<file path="src/rtl/bus_glue_bridge.sv">
// bus_glue_bridge: registered single-clock bridge from a parent local bus to a
// child local bus. Forwards writes/reads into a child address window and returns
// child read data to the parent with a fixed 3-cycle read latency.
//
// Optional feature macro: BUS_GLUE_WINDOW_EN
//   defined   -> window decode, address trim, strobe gating, zero read data on miss
//   undefined -> every access hits; address passed through untrimmed
module bus_glue_bridge #(
  parameter int unsigned    AW       = 24,
  parameter int unsigned    DW       = 32,
  parameter int unsigned    CHILD_AW = 22,
  parameter logic [AW-1:0]  BASE     = '0
) (
  input  logic          i_clk,
  input  logic          i_rst,
  input  logic [AW-1:0] i_addr,
  input  logic [DW-1:0] i_wdata,
  input  logic          i_wstb,
  output logic [DW-1:0] i_rdata,
  output logic          o_clk,
  output logic [AW-1:0] o_addr,
  output logic [DW-1:0] o_wdata,
  input  logic [DW-1:0] o_rdata,
  output logic          o_wstb
);

  // Low CHILD_AW bits select a word inside the window; the rest must match BASE.
  // A mask avoids zero-width slices when CHILD_AW == AW (whole space is the window).
  localparam logic [AW-1:0] WIN_MASK =
    (CHILD_AW >= AW) ? {AW{1'b1}} : AW'(({{(AW-1){1'b0}}, 1'b1} << CHILD_AW) - 1'b1);

  logic          hit;
  logic [AW-1:0] addr_d, addr_q;
  logic [DW-1:0] wdata_q;
  logic          wstb_d, wstb_q;
  logic [2:1]    hit_pipe_q;   // hit delayed two stages to line up with child rdata
  logic [DW-1:0] rdata_d, rdata_q;

  // Window decode, address trim and strobe gating for the sampled request.
`ifdef BUS_GLUE_WINDOW_EN
  always_comb begin
    hit    = (((i_addr ^ BASE) & ~WIN_MASK) == '0);
    addr_d = i_addr & WIN_MASK;
    wstb_d = i_wstb & hit;
  end
`else
  always_comb begin
    hit    = 1'b1;
    addr_d = i_addr;
    wstb_d = i_wstb;
  end
`endif

  // Returned child data is passed through only for in-window reads.
  always_comb begin
    rdata_d = hit_pipe_q[2] ? o_rdata : '0;
  end

  // Request, hit pipeline and read-data registers; reset drops anything in flight.
  always_ff @(posedge i_clk) begin
    if (i_rst) begin
      addr_q     <= '0;
      wdata_q    <= '0;
      wstb_q     <= 1'b0;
      hit_pipe_q <= '0;
      rdata_q    <= '0;
    end else begin
      addr_q     <= addr_d;
      wdata_q    <= i_wdata;
      wstb_q     <= wstb_d;
      hit_pipe_q <= {hit_pipe_q[1], hit};
      rdata_q    <= rdata_d;
    end
  end

  assign o_clk   = i_clk;
  assign o_addr  = addr_q;
  assign o_wdata = wdata_q;
  assign o_wstb  = wstb_q;
  assign i_rdata = rdata_q;

endmodule

</file>
<file path="config.mk">
export PLATFORM = sky130hd
export DESIGN_NAME = bus_glue_bridge
export DESIGN_NICKNAME = d
export VERILOG_FILES = /design/src/rtl/bus_glue_bridge.sv
export SDC_FILE = /design/constraint.sdc
export NUM_CORES = 1
export LEC_CHECK = 0
export ABC_AREA = 1
export BUFFER_PORTS_ARGS = -buffer_cell sky130_fd_sc_hd__buf_2
export CORE_MARGIN = 1
export CORE_UTILIZATION = 43
export DETAILED_ROUTE_END_ITERATION = 16
export PLACE_DENSITY_LB_ADDON = 0.15
export SKIP_LAST_GASP = 1
export SLEW_MARGIN = 5
export SYNTH_ARGS = -nofsm -noshare
export SYNTH_HDL_FRONTEND = slang
export SYNTH_SLANG_ARGS = --single-unit
</file>
<file path="constraint.sdc">
create_clock -name i_clk -period 1.65 [get_ports i_clk]
set_clock_uncertainty 0.2 [all_clocks]
set_input_delay 0.2475 -clock i_clk [delete_from_list [all_inputs] [get_ports i_clk]]
set_output_delay 0.2475 -clock i_clk [all_outputs]
set_load 0.1 [all_outputs]
</file>
## Yosys cells after proc, flatten, opt, wreduce, memory -nomap -nowiden

Cells that the tools add are included.

- Register bits: 91
- Bits in latches: 0
- Bits in writable memories: 0
- ROM bits: 0
- Input port bits: 91
- Output and inout bits: 90
- Logic and storage cells: 9
- Memories: 0

- Add/sub/neg operators: 0
- $mul: 0
- Div/mod/pow operators: 0
- Order comparisons: 0
- Equal/unequal tests: 0
- Shift-type cells: 0
- Mux-type cells: 1
- Bitwise operators: 1
- Reduce and logical (&&, ||, !) cells: 1

Operator list:

| kind | count |
|---|---|
| 2-bit OR reduction | 1 |
| 1-bit two-way mux | 1 |
| 1-bit NOT | 1 |

## Depth between registers and ports, before layout

- Depth in word-level cells: 2
- Depth in mapped cells: 5
- Mapped depth without buffers: 3

==> results.txt <==
- The run finished with clean final reports.
- The most critical setup path has its endpoint at o_wdata[21].
- Library cell contributing the largest single delay on the critical path: sky130_fd_sc_hd__buf_2
* Worst hold slack: 0.209 ns
* Worst path buffer plus inverter count: 1
- Synthesized-area fraction occupied by and/or/nand/nor cells: 0.134
* Initial antenna violation count: 0
* Share of the core filled with cells: 0.848
- After synthesis, the largest family of logic cells by area is buffers and inverters.
* Global-route wire length before repair: 11.8 mm
- Reg clk slew, reported paths: around 0.08 ns
* Count of endpoints failing hold in the final timing report: 0
- Counting every instance in the synthesized netlist gives 284.
- Pin count of the biggest net entering global routing: 46
* Top fanout value on the critical path: 1
* Global-route total usage across every layer: 0.256
* Number of rows in the core area: 28
* Area Overhead vs Synth: 91.0%
* Via count of the first global-routing pass: between 2000 and 3000
* Top-Level Pins: 181
- Data arrives at the worst endpoint at 1.19 ns.
* Count of state elements after synthesis: 91
- Switching share of power: 0.331
- The number of different library cells used by synthesis comes to 8.
* Post-detail-place hpwl: 3.95 mm
- In this run the standard cell core region covers 5890 µm².
- CP Launch Type: register
* DR pass1 iterations: 5
- The worst hold path belongs to the class reg2reg.
* Endpoint of the worst-slack reg-to-reg timing path: i_rdata[7]$_SDFF_PP0_
* Wire length per cell: 13.3 µm
- Clock Latency Late Sink: 0.45 ns
- Post-CTS setup-driven buffer insertion count: 0
- For the worst setup path, the data required time is 1.20 ns.
- Synthesized Nets: approximately 380
- Number of cells on the critical path: 1
- The worst hold path begins at hit_pipe_q[1]$_DFF_P_.
- The die covers 6390 µm².
* Area taken by flip-flops and latches: 1820 µm²
- The area fraction in compound gates after synthesis came to 0.
- The setup check on the worst reg-to-reg path leaves a slack of roughly 0.62 ns.
- Area of the multi-input gates: 349 µm²
- TritonCTS built the clock tree.
- Via total after detailed routing: 2673
- Delay of the slowest cell on the worst path: 0.42 ns
* Adder and majority cell fraction of the synthesized area: 0
- Share of cell area taken by muxes after synthesis: 0
- The layout has 308 filler cells.
- Sequential area share after synthesis: 0.697
- The worst setup path is of the reg2out kind.
- Layout cells sized above 1: 0.346
- In this run the horizontal extent of the chip is around 80 µm.
- The tool flagged a number of max-cap violations equal to 0.
- Final critical delay including setup and external delays: 1.64 ns
* Kind of cell adding the most delay to the critical path: buffers and inverters
- Internal portion of total power: 0.00379 W
- Of the total synthesized cell area, the portion taken by XOR and XNOR cells is 0.
- R2R cell count: 2
* Weighted congestion reported at the end of routability-driven placement: 0.712
- Based on the critical path, the design can be clocked at up to 611 MHz.
- The critical path starts at o_wdata[21]$_SDFF_PP0_.
- Iteration-0 DRC Markers: 84
- Post-DR vias/cell: 4.13
- The detail route stage leaves a number of antenna-violating nets equal to 0.
- Final count of pins violating max slew: 0
- At the end of the flow, the number of nets in the layout was 661.
* Overflow after GRT: 0
* Sw Pwr: 0.00187 W
- For this run, design rule violations remaining after detail routing come to 0.
* Kind of capture point of the worst setup path: output pin
- A synthesized cell averages 9.20 µm².
* Cell area after synthesis: roughly 2600 µm²
- The initial utilization of the core area, before any placement, comes to 0.444.
- IR analysis of the VDD net gives a maximum drop of approximately 950 µV.
* Register share of total power: 0.410
- Wirelength, routed: 8.64 mm
- The count of buffers added on input and output ports is 180.
- Total of warnings raised by yosys: 0
* Comb pwr share: 0.224
* Max-slew headroom: 0.670
- Most frequent standard cell in the layout excluding fill and tap cells: sky130_fd_sc_hd__buf_2
- Antenna Diode Count: 0
- Overall power consumption after layout is estimated at 0.00566 W.
- The startpoint identified for the worst register-to-register timing path is hit_pipe_q[2]$_SDFF_PP0_.
* Total of endpoints with negative setup slack in the final report: 0
- In this run the static leakage power is 2.80 nW.
- For the pin with the worst max-slew slack, the measured transition is 0.499 ns.
* Power Dens Cells: 1130 nW/µm²
- In the layout the commonest cells are 108 x sky130_fd_sc_hd__buf_2, 103 x sky130_fd_sc_hd__dlygate4sd3_1, 91 x sky130_fd_sc_hd__dfxtp_1.
- Dividing the final minimum period by the clock period gives 0.992.
- From bottom edge to top edge, the die measures 80.0 µm.
- Traced cell by cell, the critical path runs through buf_2.
- Clk network pwr share: 0.366
-- how the worst min path moves through the flow --
stage                                           to  slack, ns  depth (start not counted)
after detailed placement  hit_pipe_q[2]$_SDFF_PP0_       0.21                          2
after floorplan               o_addr[0]$_SDFF_PP0_       0.15                          2
final                     hit_pipe_q[2]$_SDFF_PP0_       0.21                          2
after global placement    hit_pipe_q[2]$_SDFF_PP0_       0.20                          2
after global routing      hit_pipe_q[2]$_SDFF_PP0_       0.24                          2
after CTS                 hit_pipe_q[2]$_SDFF_PP0_       0.21                          2
-- flip-flops by register name (all words and copies together), names as in the netlist --
signal and flops:
hit_pipe_q 2, i_rdata 32, o_addr 24, o_wdata 32, o_wstb 1
-- repair_timing --
item                                   CTS  global route
endpoints found under the hold margin   90             0
setup endpoints to repair                6            71
gates cloned                             0             0
gates resized for setup                  9            66
hold buffers                           103             0
-- area by class of cell --
type / instances / share of cell area
timing repair buffer: 283 / 0.425
sequential: 91 / 0.365
multi-input combinational: 91 / 0.0699
inverter: 91 / 0.0684
clock buffer: 15 / 0.0406
tap: 75 / 0.0188
clock inverter: 2 / 0.0120
-- cell families (layout without fill, tap and decap cells) --
group / after synthesis / count (layout)
and+or+nand+nor: 91 / 91
DFF: 91 / 91
buffers and inverters: 102 / 391
-- metrics by stage --
stage               setup WS (ns)  TNS [ns]  instances  area [µm²]
floorplan                   0.166         0        284        2610
global placement            0.108         0        529        3530
detailed placement          0.108         0        529        3530
CTS                     0.0000533         0        648        4830
global route              -0.0110   -0.0178        648        4990
finish                     0.0136         0        648        4990
-- power groups by stage --
stage / logic (W) / clock network [W] / registers (W)
final: 0.00127 / 0.00207 / 0.00232
after global routing: 0.00132 / 0.00219 / 0.00233
after CTS: 0.00121 / 0.00208 / 0.00231
after detailed placement: 0.00101 / 0.000213 / 0.00236
after global placement: 0.00101 / 0.000213 / 0.00236
after floorplan: 0.000115 / 0.000229 / 0.00306
-- metal layers --
layer / wire length, µm / vias up / share of wire / track usage
li1: - / 1325 / - / -
met1: 3020 / 1185 / 0.35 / 0.221
met2: 4610 / 133 / 0.53 / 0.490
met3: 676 / 30 / 0.078 / 0.0800
met4: 334 / 0 / 0.039 / 0.182
met5: 0 / - / 0 / 0
-- Yosys cell counts (all sizes together) --
cell | number | area [µm²]
nor2 | 90 | 338
inv | 91 | 342
buf | 11 | 101
dfxtp | 91 | 1820
nand2 | 1 | 11.3
Note: power is estimated with default switching activity, not from simulation.
